==> config.mk <==
export PLATFORM = sky130hd
export DESIGN_NAME = ga23_rom_arbiter
export DESIGN_NICKNAME = d
export VERILOG_FILES = /design/src/rtl/ga23_rom_arbiter.sv
export SDC_FILE = /design/constraint.sdc
export NUM_CORES = 1
export LEC_CHECK = 0
export ABC_AREA = 1
export ABC_CLOCK_PERIOD_IN_PS = 5700
export BUFFER_PORTS_ARGS = -buffer_cell sky130_fd_sc_hd__buf_2
export CAP_MARGIN = 20
export CORE_MARGIN = 2
export CORE_UTILIZATION = 55
export DETAILED_ROUTE_END_ITERATION = 10
export PLACE_DENSITY = 0.75
export SLEW_MARGIN = 20
export SYNTH_ARGS = -nofsm -noshare
export SYNTH_HDL_FRONTEND = slang
export SYNTH_SLANG_ARGS = --single-unit
==> constraint.sdc <==
create_clock -name i_clk -period 5.7 [get_ports i_clk]
set_input_delay 0.57 -clock i_clk [delete_from_list [all_inputs] [get_ports i_clk]]
set_output_delay 0.57 -clock i_clk [all_outputs]
set_load 0.01 [all_outputs]
==> src/rtl/ga23_rom_arbiter.sv <==
// rtl/ga23_rom_arbiter.sv - four-port round-robin tile-ROM arbiter onto one 64-bit SDRAM channel
// Toggle-handshake responder with a per-port one-line hit buffer in front of the SDRAM path.
module ga23_rom_arbiter #(
    parameter logic [24:0] BASE_ADDR = 25'h0,
    parameter bit          CACHE_EN  = 1'b1
) (
    input  logic        i_clk,
    input  logic        i_reset,
    input  logic [21:0] i_addr_a,
    input  logic [21:0] i_addr_b,
    input  logic [21:0] i_addr_c,
    input  logic [21:0] i_addr_d,
    input  logic        i_req_a,
    input  logic        i_req_b,
    input  logic        i_req_c,
    input  logic        i_req_d,
    output logic [31:0] o_data_a,
    output logic [31:0] o_data_b,
    output logic [31:0] o_data_c,
    output logic [31:0] o_data_d,
    output logic        o_rdy_a,
    output logic        o_rdy_b,
    output logic        o_rdy_c,
    output logic        o_rdy_d,
    output logic [24:0] o_sdr_addr,
    input  logic [63:0] i_sdr_data,
    output logic        o_sdr_req,
    input  logic        i_sdr_rdy
);

    typedef enum logic [1:0] {
        S_IDLE,
        S_ISSUE,
        S_WAIT
    } state_t;

    state_t      r_state;
    state_t      w_state_next;

    logic [21:0] w_addr [4];
    logic [3:0]  w_req;
    logic [3:0]  w_pending;
    logic [3:0]  w_hit;
    logic [3:0]  w_cand;
    logic [1:0]  w_grant;
    logic        w_grant_ok;
    logic        w_sdr_done;

    logic [3:0]  r_rdy;
    logic [31:0] r_data [4];
    logic [20:0] r_tag  [4];
    logic [63:0] r_line [4];
    logic [3:0]  r_valid;
    logic [1:0]  r_owner;
    logic [1:0]  r_ptr;
    logic [24:0] r_sdr_addr;
    logic        r_sdr_req;

    assign w_addr[0] = i_addr_a;
    assign w_addr[1] = i_addr_b;
    assign w_addr[2] = i_addr_c;
    assign w_addr[3] = i_addr_d;
    assign w_req     = {i_req_d, i_req_c, i_req_b, i_req_a};

    assign o_data_a   = r_data[0];
    assign o_data_b   = r_data[1];
    assign o_data_c   = r_data[2];
    assign o_data_d   = r_data[3];
    assign o_rdy_a    = r_rdy[0];
    assign o_rdy_b    = r_rdy[1];
    assign o_rdy_c    = r_rdy[2];
    assign o_rdy_d    = r_rdy[3];
    assign o_sdr_addr = r_sdr_addr;
    assign o_sdr_req  = r_sdr_req;

    assign w_sdr_done = (i_sdr_rdy == r_sdr_req);

    // The SDRAM owner is excluded from the hit path so it can never be served twice.
    always_comb begin
        w_pending = w_req ^ r_rdy;
        w_hit     = 4'b0;
        for (int i = 0; i < 4; i++) begin
            w_hit[i] = CACHE_EN && w_pending[i] && r_valid[i]
                       && (r_tag[i] == w_addr[i][21:1])
                       && !((r_state != S_IDLE) && (r_owner == 2'(i)));
        end
        w_cand = w_pending & ~w_hit;
    end

    // Search starts just after the last owner; k == 4 wraps back onto the pointer itself.
    always_comb begin
        logic [1:0] w_idx;
        w_grant    = r_ptr;
        w_grant_ok = 1'b0;
        w_idx      = r_ptr;
        for (int k = 1; k <= 4; k++) begin
            w_idx = r_ptr + 2'(k);
            if (!w_grant_ok && w_cand[w_idx]) begin
                w_grant    = w_idx;
                w_grant_ok = 1'b1;
            end
        end
    end

    always_comb begin
        w_state_next = r_state;
        case (r_state)
            S_IDLE:  if (w_grant_ok) w_state_next = S_ISSUE;
            S_ISSUE: w_state_next = S_WAIT;
            S_WAIT:  if (w_sdr_done) w_state_next = S_IDLE;
            default: w_state_next = S_IDLE;
        endcase
    end

    always_ff @(posedge i_clk) begin
        if (i_reset) begin
            r_state    <= S_IDLE;
            r_rdy      <= 4'b0;
            r_valid    <= 4'b0;
            r_owner    <= 2'd0;
            r_ptr      <= 2'd0;
            r_sdr_addr <= 25'h0;
            r_sdr_req  <= i_sdr_rdy;
            for (int i = 0; i < 4; i++) begin
                r_data[i] <= 32'h0;
                r_tag[i]  <= 21'h0;
                r_line[i] <= 64'h0;
            end
        end else begin
            r_state <= w_state_next;
            for (int i = 0; i < 4; i++) begin
                if (w_hit[i]) begin
                    r_data[i] <= w_addr[i][0] ? r_line[i][63:32] : r_line[i][31:0];
                    r_rdy[i]  <= w_req[i];
                end
            end
            case (r_state)
                S_IDLE: begin
                    if (w_grant_ok) begin
                        r_owner    <= w_grant;
                        r_sdr_addr <= BASE_ADDR + {w_addr[w_grant][21:1], 3'b000};
                    end
                end
                S_ISSUE: r_sdr_req <= ~r_sdr_req;
                S_WAIT: begin
                    if (w_sdr_done) begin
                        r_tag[r_owner]   <= w_addr[r_owner][21:1];
                        r_line[r_owner]  <= i_sdr_data;
                        r_valid[r_owner] <= CACHE_EN;
                        r_data[r_owner]  <= w_addr[r_owner][0] ? i_sdr_data[63:32]
                                                               : i_sdr_data[31:0];
                        r_rdy[r_owner]   <= w_req[r_owner];
                        r_ptr            <= r_owner;
                    end
                end
                default: ;
            endcase
        end
    end

endmodule

# [Word-level counts from Yosys, hierarchy flattened]
# Memories as Yosys holds them, arrays and structs flattened.
# Index checks and enable logic that the tools add are counted.
[totals] ff_bits=36 latch_bits=0 ram_bits=468 mem_bits_ro=0 output_inout_bits=158 elab_cells=155 mem_count=3
[classes] add_sub_neg=3 n_mul=0 div_mod_pow=0 order_cmp=8 n_eq_ne=12 shift=0 n_mux=75 bitwise_logic=11 n_reduce_logical=36
[mem_list] memory="r_line" words=4 word_bits=64 rd=4 rd_clocked_by_memory_dff=0 wr=4 line_no="52" source="logic [63:0] r_line [4];"
[mem_list] memory="r_data" words=4 word_bits=32 rd=4 rd_clocked_by_memory_dff=0 wr=5 line_no="50" source="logic [31:0] r_data [4];"
[mem_list] memory="r_tag" words=4 word_bits=21 rd=4 rd_clocked_by_memory_dff=0 wr=4 line_no="51" source="logic [20:0] r_tag [4];"
[ops] operator="32-bit 2-to-1 mux" count=9
[ops] operator="22-bit binary-select mux with 2-bit select" count=2
[ops] operator="22-bit 2-to-1 mux" count=4
[ops] operator="21-bit == test" count=4
[ops] operator="64-bit 2-to-1 mux" count=1
[ops] operator="64-bit OR reduction" count=1
[ops] operator="1-bit 2-to-1 mux" count=40
[ops] operator="21-bit 2-to-1 mux" count=1
[ops] operator="21-bit OR reduction" count=1
[ops] operator="1-bit logical AND" count=20
[ops] operator="2-bit 2-to-1 mux" count=8
[ops] operator="2-bit by 3-bit less-than comparator with 1-bit output (second input constant)" count=5
[ops] operator="1-bit binary-select mux with 2-bit select" count=5
[ops] operator="4-bit 2-to-1 mux" count=2
[ops] operator="1-bit logical NOT" count=7
[ops] operator="2-bit == test (second input constant)" count=3
[ops] operator="3-bit >= comparator (second input constant)" count=2
[ops] operator="2-bit inverter with 3-bit output" count=2
[ops] operator="2-bit one-hot mux with 3 select lines" count=1
[ops] operator="2-bit AND reduction" count=3
[ops] operator="2-bit adder (second input constant)" count=2
[ops] operator="4-bit AND" count=1
[ops] operator="4-bit bitwise mux" count=1
[ops] operator="2-bit by 1-bit == test with 1-bit output (second input constant)" count=2
[ops] operator="12 further kinds" count=18

# [Longest topological paths before layout]
[logic_depth] word_depth=22 depth_mapped=22 depth_no_buf=21

# [Worst setup path after synthesis]
# No wires, ideal clock.
[synth_path] kind="input to register" startpoint="input i_sdr_rdy" endpoint="memory r_data[0][0] (enable)" setup_ns=0.390 arrival_time_ns=4.413 required_time_ns=5.310 slack_ns=0.898 cell_stages=10 n_path_buf=1 path_cell_list="xnor2_1 > nand2_1 > nor2_1 > inv_1 > clkbuf_1 > nor2_1 > inv_1 > nand2_1 > inv_1 > nand2_1"
[synth_lines] item="from (decl)" line_no="28" source="input logic i_sdr_rdy"
[synth_lines] item="to (decl)" line_no="50"

# [Worst setup path after layout]
[layout_path] startpoint="register r_owner[0]" endpoint="register r_sdr_addr[4] (netlist: o_sdr_addr[4])"
[layout_via] elab_chain_len=22 word_cells_on_any_way=45
[layout_rtl] item="from (decl)" line_no="54" source="logic [1:0] r_owner;"
[layout_rtl] item="from (signal assigned)" line_no="140" source="r_owner <= w_grant;"
[layout_rtl] item="2-bit by 1-bit == test with 1-bit output (tied with other cells)" line_no="85" source="&& !((r_state != S_IDLE) && (r_owner == 2'(i)));"
[layout_rtl] item="1-bit logical AND" line_no="85"
[layout_rtl] item="1-bit logical NOT" line_no="85"
[layout_rtl] item="1-bit logical AND" line_no="85"
[layout_rtl] item="4-bit inverter *" line_no="87" source="w_cand = w_pending & ~w_hit;"
[layout_rtl] item="4-bit AND *" line_no="87"
[layout_rtl] item="1-bit binary-select mux with 2-bit select" line_no="98" source="if (!w_grant_ok && w_cand[w_idx]) begin"
[layout_rtl] item="1-bit 2-to-1 mux (implied by the code)" line_no="98"
[layout_rtl] item="(+5 left out)"
[layout_rtl] item="1-bit logical AND" line_no="98"
[layout_rtl] item="1-bit 2-to-1 mux" line_no="98"
[layout_rtl] item="1-bit logical NOT" line_no="98"
[layout_rtl] item="1-bit logical AND" line_no="98"
[layout_rtl] item="2-bit 2-to-1 mux" line_no="98"
[layout_rtl] item="2-bit inverter with 3-bit output (implied by the code)" line_no="141" source="r_sdr_addr <= BASE_ADDR + {w_addr[w_grant][21:1], 3'b000};"
[layout_rtl] item="22-bit binary-select mux with 2-bit select" line_no="141"
[layout_rtl] item="22-bit 2-to-1 mux (implied by the code) (2 in series)" line_no="141"
[layout_rtl] item="to (signal assigned)" line_no="141"
[layout_rtl] item="to (decl)" line_no="56" source="logic [24:0] r_sdr_addr;"
# Every way passes the cells marked *; elsewhere a longest branch is shown, timed or not. The select of a mux whose other input is x is not followed.
# A chain may end at the register's enable or synchronous reset.

==> summary.txt <==
Min path
  • Worst Hold Depth: 3
  • Min-Delay Endpoint: o_sdr_req$_DFFE_PP_
  • Worst min path class: primary input to flip-flop
  • Worst hold start: i_sdr_rdy

Final layout
  • Fin cells: 3385
  • Post-layout util: 0.6416
  • Final #Nets: 2915
  • Layout Area Growth over Synthesis: 15.76%
  • Final instance area: 27510 µm²
  • Fraction of final layout cells sized beyond drive strength 1: 0.1652

Global route
  • First-pass GRT wire length: 117.6 mm
  • Initial antenna violation count: 4
  • Vias in the first global route: 18640
  • Largest net degree at the start of global routing: 105
  • GRT Overall Usage: 0.3591
  • Grt ovf: 0

Floorplanning
  • Core area: 42890 µm²
  • # rows: 76
  • Die width: 211.9 µm
  • Io pins: 317
  • Die span in y: 211.9 µm
  • Initial Util: 0.5542
  • Die Area: 44890 µm²

Power and ir drop
  • Sw Ratio: 0.2722
  • Max IR drop VDD: 252.7 µV
  • Comb pwr share: 0.137
  • Power, Total: 9.003 mW
  • Clock Power Share: 0.382
  • LEAKAGE: 12.03 nW
  • Power per cell area: 327.2 nW/µm²
  • Flop pwr share: 0.480
  • Pint: 6.553 mW
  • Net Sw Power: 2.450 mW

Critical path
  • CP Capture Type: flip-flop
  • CP dominant cell by count: nand2_1
  • Worst path max stage delay: 0.49 ns
  • Crit path max-delay family: simple AND/OR/NAND/NOR gates
  • Startpoint Class: flip-flop
  • Flop-to-flop setup slack: 1.80 ns
  • CP arrival: 4.43 ns
  • Critical path, cell by cell: inv_2 > nand2_4 > nor2_1 > nor2_1 > nand2_1 > nor2_1 > nand3_2 > nand3_1 > nand3_1 > nand2_2 > nand2_2 > nand3_2 > buf_4 > nand2_1 > buf_4 > o21ai_0 > nand2_1 > nand3_1 > nand2_1 > inv_1
  • WP buf/inv: 4
  • Crit path max fanout: 38
  • Worst R2R End: o_sdr_addr[4]$_SDFFE_PP0P_
  • Crit Reg-Reg Startpoint: r_owner[0]$_SDFFE_PP0P_
  • WP data required: 6.24 ns
  • Critical Setup Path Class: flip-flop to flip-flop
  • R2r worst-path depth: 20
  • CP max-delay cell: o21ai_0

Detailed routing
  • 1st-pass router iterations: 5
  • Wire per inst: 23.94 µm
  • Iteration-0 DRC count of the detailed router: 2551
  • Number of nets with antenna violations after routing: 0
  • Via density: 5.836
  • Post-Route WL: 81.02 mm
  • Drt drc: 0
  • Via count: 19760

Logic synthesis
  • Top-count cell post-synth: nor2_1
  • Gate Count Post-Synth: 2489
  • Syn. warnings: 0
  • EDFF count, synth: 469
  • Synth Register Bits: 504
  • Share of flip-flops with an asynchronous set or reset: 0
  • Area share of the largest cell type after synthesis: 0.5925
  • Yosys top cell by area: edfxtp_1
  • Syn avg cell area: 9.549 µm²
  • Post-synthesis instance area: 23770 µm²
  • Yosys cell types: 39
  • Top_reg_cell synth: edfxtp_1
  • Synth cell count leaders: nor2_1 (553), nand2_1 (496), edfxtp_1 (469)
  • Dominant cells by area after synthesis: edfxtp_1 (59%), nor2_1 (8.7%), nand2_1 (7.8%), inv_1 (4.7%), dfxtp_1 (2.9%)
  • Sequential element share of the synthesized area: 0.6220

Placement
  • Cell Count Post-Placement: 3287
  • Gpl congestion: 1.035
  • Pre-CTS WS: 1.796 ns
  • Port bufs: 312
  • DP Area: 25810 µm²
  • HPWL Detailed: 55.25 mm

Clock network
  • Worst skew pair latency: 0.60 ns
  • Hold_buf cts: 0
  • CTS Buf Count: 51
  • CTS tree: yes
  • Root buffer cell: clkbuf_16
  • Post-CTS sizing: 0
  • Clock sink count: 504
  • CTS clk-pin slew, worst paths: 0.06 ns
  • H-tree depth: 2
  • Max Buffers Root-to-Sink: 3
  • Postcts setup bufs: 0

STA
  • Setup TNS: 0 ns
  • Highest Clock Rate: 256.6 MHz
  • Slew Limit Fails: 0
  • RSZ-0062 raised after global routing: false
  • Worst-Margin Slew: 1.083 ns
  • Final setup violation count: 0
  • Final min period: 3.897 ns
  • Final Hold Viols: 0
  • Final setup margin: 1.803 ns
  • Hold WS: 0.2962 ns
  • Clk_skew: 0.02210 ns
  • Part of the cycle the worst path needs: 0.6836
  • Slew HR: 0.2780

Run
  • Max Cap Viol: 0

Outcome
  • Status: finished, final reports clean
==> flip-flops by register name, summed over array words and instances, names as in the netlist <==
signal      cells
r_rdy           4
r_state         2
o_sdr_req       1
r_valid         4
r_line        256
o_sdr_addr     21
r_ptr           2
r_owner         2
r_data        128
r_tag          84
==> power groups by stage <==
stage          Sequential [mW]  Combinational [mW]  Clock, mW
4_1_cts                   4.32                1.21       3.45
3_5_place_dp              4.40                1.20          0
5_1_grt                   4.34                1.33       3.59
6_report                  4.32                1.24       3.44
2_1_floorplan             4.41               0.678          0
3_3_place_gp              4.39                1.19          0
==> cell families after synthesis <==
kind of cell | count (synthesis) | synth area share
flops | 504 | 0.6220
compound gates | 272 | 0.07733
simple gates | 1236 | 0.2120
other cells | 1 | 0.0001578
mux | 32 | 0.01348
xor+xnor | 7 | 0.002580
buf+inv | 437 | 0.07244
==> cell type report <==
type                    count  area [µm²]
multi-input cells        1551        7348
clock inverters            30       339.1
clock buffers              64        1345
diodes                      3       7.507
inverters                 306        1154
flip-flops and latches    504       14780
fillers                  3487       15370
repair buffers            342        1804
well taps                 585       732.0
==> worst max-delay path by stage <==
| stage | cells after the start | startpoint | to |
|---|---|---|---|
| floorplan | 10 | i_sdr_rdy | r_data[0][0]$_DFFE_PP_ |
| global placement | 21 | i_req_c | o_sdr_addr[4]$_SDFFE_PP0P_ |
| detailed placement | 21 | i_req_c | o_sdr_addr[4]$_SDFFE_PP0P_ |
| CTS | 20 | r_owner[0]$_SDFFE_PP0P_ | o_sdr_addr[4]$_SDFFE_PP0P_ |
| global route | 20 | r_owner[0]$_SDFFE_PP0P_ | o_sdr_addr[4]$_SDFFE_PP0P_ |
| finish | 20 | r_owner[0]$_SDFFE_PP0P_ | o_sdr_addr[4]$_SDFFE_PP0P_ |
==> tightest hold or removal path: cells and delay by family <==
family,cells,cell delay [ns]
and+or+nand+nor,1,0.05
buffers and inverters,1,0.10
AOI/OAI and AO/OA,1,0.06
==> cell usage in the layout, fill, tap and decap left out, types with 15 or more instances in the layout <==
master / instances
nor2_1: 552
buf_4: 26
o22ai_1: 41
nand4_1: 20
edfxtp_1: 469
dfxtp_1: 35
o21ai_0: 80
o32ai_1: 64
nand3_1: 109
clkbuf_16: 51
inv_1: 296
o2111ai_1: 15
and2_1: 15
o211ai_1: 36
mux2i_1: 32
buf_2: 312
nand3_2: 16
a21oi_1: 22
nand2_1: 488
==> layer usage <==
metal	track usage	part of all wire
met1	0.5109	0.41
met5	0	0.000086
met4	0.1238	0.033
met3	0.06557	0.11
met2	0.5585	0.46
Power figures use the tool's default switching activity.
